File: src/rtl/bs4_pkg.sv
// Shared constants and state encoding for the 4-bit mux-bank shift sequencer.
package bs4_pkg;
  localparam int WIDTH_DEF = 4;
  localparam int AMT_W_DEF = 2;

  localparam logic DIR_LEFT  = 1'b0;
  localparam logic DIR_RIGHT = 1'b1;
  localparam logic MODE_LOG  = 1'b0;
  localparam logic MODE_ROT  = 1'b1;

  typedef enum logic [1:0] {
    S_IDLE  = 2'd0,
    S_SHIFT = 2'd1,
    S_DONE  = 2'd2
  } state_t;
endpackage

File: src/rtl/bs4_step.sv
// One-position shift/rotate of r, built as per-bit 2:1 mux pairs (fill mux, then direction mux).
module bs4_step
  import bs4_pkg::*;
#(
  parameter int WIDTH = WIDTH_DEF
) (
  input  logic [WIDTH-1:0] r,
  input  logic             dir,
  input  logic             mode,
  output logic [WIDTH-1:0] r_next
);
  logic [WIDTH-1:0] lft, rgt;

  // End bits take either zero or the wrapped-around bit, selected by mode.
  assign lft[0]       = (mode == MODE_ROT) ? r[WIDTH-1] : 1'b0;
  assign rgt[WIDTH-1] = (mode == MODE_ROT) ? r[0]       : 1'b0;

  for (genvar i = 1; i < WIDTH; i++) begin : g_lft
    assign lft[i] = r[i-1];
  end
  for (genvar i = 0; i < WIDTH-1; i++) begin : g_rgt
    assign rgt[i] = r[i+1];
  end

  for (genvar i = 0; i < WIDTH; i++) begin : g_dir
    assign r_next[i] = (dir == DIR_RIGHT) ? rgt[i] : lft[i];
  end
endmodule

File: src/rtl/bs4_shift_seq.sv
// Start/busy/done sequencer that shifts the operand register one bit per clock via bs4_step.
module bs4_shift_seq
  import bs4_pkg::*;
#(
  parameter int WIDTH = WIDTH_DEF,
  parameter int AMT_W = AMT_W_DEF
) (
  input  logic             clk,
  input  logic             rst_n,
  input  logic             start,
  input  logic [WIDTH-1:0] din,
  input  logic [AMT_W-1:0] amt,
  input  logic             dir,
  input  logic             mode,
  output logic             busy,
  output logic             done,
  output logic [WIDTH-1:0] dout,
  output logic             mux_sel
);
  state_t           state_q, state_d;
  logic [WIDTH-1:0] r_q, r_step;
  logic [AMT_W-1:0] cnt_q;
  logic             dir_q, mode_q;

  bs4_step #(.WIDTH(WIDTH)) u_step (
    .r      (r_q),
    .dir    (dir_q),
    .mode   (mode_q),
    .r_next (r_step)
  );

  always_comb begin
    state_d = state_q;
    case (state_q)
      S_IDLE:  if (start) state_d = (amt == '0) ? S_DONE : S_SHIFT;
      S_SHIFT: if (cnt_q == AMT_W'(1)) state_d = S_DONE;
      S_DONE:  state_d = S_IDLE;
      default: state_d = S_IDLE;
    endcase
  end

  always_ff @(posedge clk) begin
    if (!rst_n) begin
      state_q <= S_IDLE;
      r_q     <= '0;
      cnt_q   <= '0;
      dir_q   <= DIR_LEFT;
      mode_q  <= MODE_LOG;
    end else begin
      state_q <= state_d;
      case (state_q)
        S_IDLE: if (start) begin
          r_q    <= din;
          cnt_q  <= amt;
          dir_q  <= dir;
          mode_q <= mode;
        end
        S_SHIFT: begin
          r_q <= r_step;
          // Guarded so the counter can never wrap below zero.
          if (cnt_q != '0) cnt_q <= cnt_q - AMT_W'(1);
        end
        default: ;
      endcase
    end
  end

  assign busy    = (state_q != S_IDLE);
  assign done    = (state_q == S_DONE);
  assign mux_sel = (state_q == S_SHIFT);
  assign dout    = r_q;
endmodule
File: config.mk
export PLATFORM = sky130hd
export DESIGN_NAME = bs4_shift_seq
export DESIGN_NICKNAME = d
export VERILOG_FILES = /design/src/rtl/bs4_pkg.sv /design/src/rtl/bs4_step.sv /design/src/rtl/bs4_shift_seq.sv
export SDC_FILE = /design/constraint.sdc
export NUM_CORES = 1
export LEC_CHECK = 0
export BUFFER_PORTS_ARGS = -buffer_cell sky130_fd_sc_hd__buf_2
export CELL_PAD_IN_SITES_DETAIL_PLACEMENT = 1
export CELL_PAD_IN_SITES_GLOBAL_PLACEMENT = 1
export CORE_MARGIN = 4
export CORE_UTILIZATION = 33
export CTS_CLUSTER_SIZE = 8
export DETAILED_ROUTE_END_ITERATION = 12
export GPL_ROUTABILITY_DRIVEN = 0
export GPL_TIMING_DRIVEN = 0
export PLACE_DENSITY = 0.79
export SLEW_MARGIN = 20
export SYNTH_ARGS = -nofsm -noshare
export SYNTH_HDL_FRONTEND = slang
export SYNTH_SLANG_ARGS = --single-unit
File: constraint.sdc
create_clock -name clk -period 1.6 [get_ports clk]
set_input_delay 0.24 -clock clk [delete_from_list [all_inputs] [get_ports clk]]
set_output_delay 0.24 -clock clk [all_outputs]
set_load 0.05 [all_outputs]
==> run summary <==
In this run the worst path has a maximum fanout of 10. Across the run, the number of max-cap violations was 0. The sequential cell area fraction in the yosys report came out at 0.366. STA classifies the critical path endpoint as an output pin.

Between clock sinks in the finished design, the worst skew comes to 0.00552 ns. The most common cell in the synthesized netlist is dfxtp_1. Setup repair after global routing left no endpoint under its margin. The die covers 2370 µm². The clock reaches the later pin of the worst-skew pair after 0.27 ns. For the count of final setup violators, the log shows 0. The starting utilization of the core area was 0.355; the y dimension of the die was 48.7 µm. Root buffer cell: clkbuf_4. The tools report the number of primary I/O pins as 18. The tools report the final total negative setup slack as 0 ns. The leading register cell type out of synthesis was dfxtp_1. Entering global routing, the biggest net connects 11 pins. Synthesis produced a netlist with a net count of 80. Fill cells in the final layout number 201.

Post-synthesis instance area: 547 µm². The relative area change from synthesis to final layout works out to 27.0%. The run gives 0.000307 µW as the static leakage.

The summed area of non-filler cells in the final layout was 694 µm²; the final HPWL from detailed placement was 1.12 mm. The average routed wire per standard cell was 14.3 µm; the number of library cell types mapped by synthesis was 30. The layout cell share with drive strength beyond 1 came out at 0.330. Counting the buffers created by CTS gives 3. Ratio of final minimum period to clock period: 0.935.

Counting flops with a built-in enable in the synthesized netlist gives 0. Buffers placed on the I/O ports in this run total 17. For this design, the sink count on the clock tree is 10. The total routing usage reported by global routing is 0.133, and the share of flip-flops with an asynchronous set or reset after synthesis is 0. At the pin with the least slew margin, the transition time is 0.406 ns.

Using the TritonRoute via totals, the vias-per-cell ratio works out to 5.31. For the antenna violation net count after detailed routing, the log shows 0. The critical path is of the reg -> out type.

In this run the power density over the cells is 1120 nW/µm². Number of antenna violations at the first check in global routing: 0. Maximum achievable frequency: 668 MHz.

The register clock-pin slew on the reported worst setup and hold paths was 0.08 ns; the required time at the endpoint of the critical path was 1.36 ns. The worst hold path was traced through 3 stages. The flow ran to the end, and the final reports show no timing, DRC or antenna violations.

The instance area at placement is 652 µm². The share of the synthesized area in the top cell type is 0.366, and the largest buffer count on any clock path is 2. The number of cells on the worst reg-to-reg path was 4. After synthesis, the most frequently instantiated cells are dfxtp_1, nor2_1, a21oi_1, nand2_1. The total count of max-transition violations in the final report is 0, and the post-detailed-routing wire length is 1.49 mm.

The Yosys step of the flow raised 0 warnings. The number of global-route vias before repair is 571. The largest total area in the synthesized netlist belongs to dfxtp_1. The max-slew headroom at the worst pin came out at 0.728. The first-pass GRT wire length was 2.62 mm; the cell row count was 14. In this run the standard cell core region covers 1540 µm².

For the finished layout, the period the worst path requires is 1.50 ns. The run gives 104 as the number of standard cells in the final layout excluding fillers. Including well taps, the total number of placed cells is 100. The number of detailed-route iterations in the first pass was 4. Data arrival time at the worst-slack endpoint: 1.26 ns.

For flop-to-flop paths, the worst setup slack is 0.31 ns. The logs give 5 for the detailed router's first-iteration violation count and 0 for the total count of hold-check failures in the final report. In this run the post-CTS setup repair buffer count came out at 0. After detailed routing, the number of remaining DRC violations is 0. IR analysis of the VDD net gives a maximum drop of 405 µV. The count of vias placed by the detailed router was 552. The final layout contains 102 nets. TritonCTS built the clock tree.

For the cell count after synthesis, the log shows 67. The tools report the level count of the clock H-tree as 1. In the post-synthesis netlist, the biggest area contributors are dfxtp_1, a21oi_1, nor2_1. The synthesized design contains 10 register bits. The die is 48.7 µm wide. The residual overflow from global routing is 0. The sort of element at the start of the critical path was a register. Classification of the worst-slack hold path: in -> reg. The mean instance size in the synthesized netlist is 8.16 µm².

After layout, the design draws a total of 777 µW. 0 antenna diodes ended up in the layout.
layer usage:
metal | track usage | part of all wire | vias up
met5 | 0 | 0 | -
met4 | 0.0404 | 0.0054 | 0
met3 | 0.0368 | 0.040 | 2
met2 | 0.217 | 0.47 | 10
met1 | 0.168 | 0.49 | 256
li1 | - | - | 284
what timing repair did:
action,CTS,global route
hold buffers,0,0
endpoints found under the setup margin,1,1
gates resized for setup,2,2
metrics by stage:
stage	hold slack [ns]	utilization	setup slack [ns]
after floorplan	0.376	-	0.199
after global placement	0.463	0.423	0.274
after detailed placement	0.476	0.423	0.246
after CTS	0.200	0.449	0.00150
after global routing	0.217	0.450	0.0420
final	0.199	0.450	0.103
power by group:
part	internal [µW]	switching (µW)	total, µW
sequential	274	22.7	297
clock	138	101	239
combinational	85.2	156	241
final timing paths:
| path | endpoint | start |
|---|---|---|
| hold reg to reg | cnt_q[1]$_SDFFE_PN0P_ | cnt_q[1]$_SDFFE_PN0P_ |
| setup / recovery | busy | state_q[0]$_SDFFE_PN0P_ |
| hold / removal | dir_q$_SDFFE_PN0P_ | dir |
| setup reg to reg | cnt_q[0]$_SDFFE_PN0P_ | cnt_q[0]$_SDFFE_PN0P_ |
cell type report:
type | count | area [µm²] | share of cell area
multi-input cells | 50 | 318 | 0.458
flip-flops and latches | 10 | 201 | 0.290
repair buffers | 17 | 87.6 | 0.126
clock buffers | 4 | 36.3 | 0.0523
well taps | 16 | 20.0 | 0.0288
plain buffers | 3 | 16.3 | 0.0234
inverters | 4 | 15.0 | 0.0216
logic make-up after synthesis:
kind of cell | count (synthesis) | share of synthesized area
AO/OA/AOI/OAI | 16 | 0.197
adder cells (fa/ha/maj) | 2 | 0.0458
buffers and inverters | 7 | 0.0572
flip-flops | 10 | 0.366
multiplexers | 1 | 0.0206
AND/OR/NAND/NOR | 31 | 0.314
worst max-delay path, cell delays in order, from the launching register on:
cell	delay [ns]
dfxtp_1	0.33
buf_4	0.17
or2_2	0.27
buf_2	0.21
registers in the layout, summed over array words and instances (netlist names):
signal	count
mode_q	1
cnt_q	2
dir_q	1
state_q	2
dout	4
cell usage in the layout, fill, tap and decap left out, types with 2 or more instances in the layout:
cell type / synthesis / final
nor4_1: 3 / 3
inv_1: 3 / 2
nand2_1: 6 / 6
a211oi_1: 2 / 2
buf_4: 1 / 2
buf_2: 1 / 17
clkbuf_4: 0 / 3
nor2b_1: 4 / 4
ha_1: 2 / 2
a21oi_1: 6 / 6
dfxtp_1: 10 / 9
nor2_1: 7 / 7
nor3_1: 4 / 4
No activity file was read; power rests on OpenSTA's default activity.
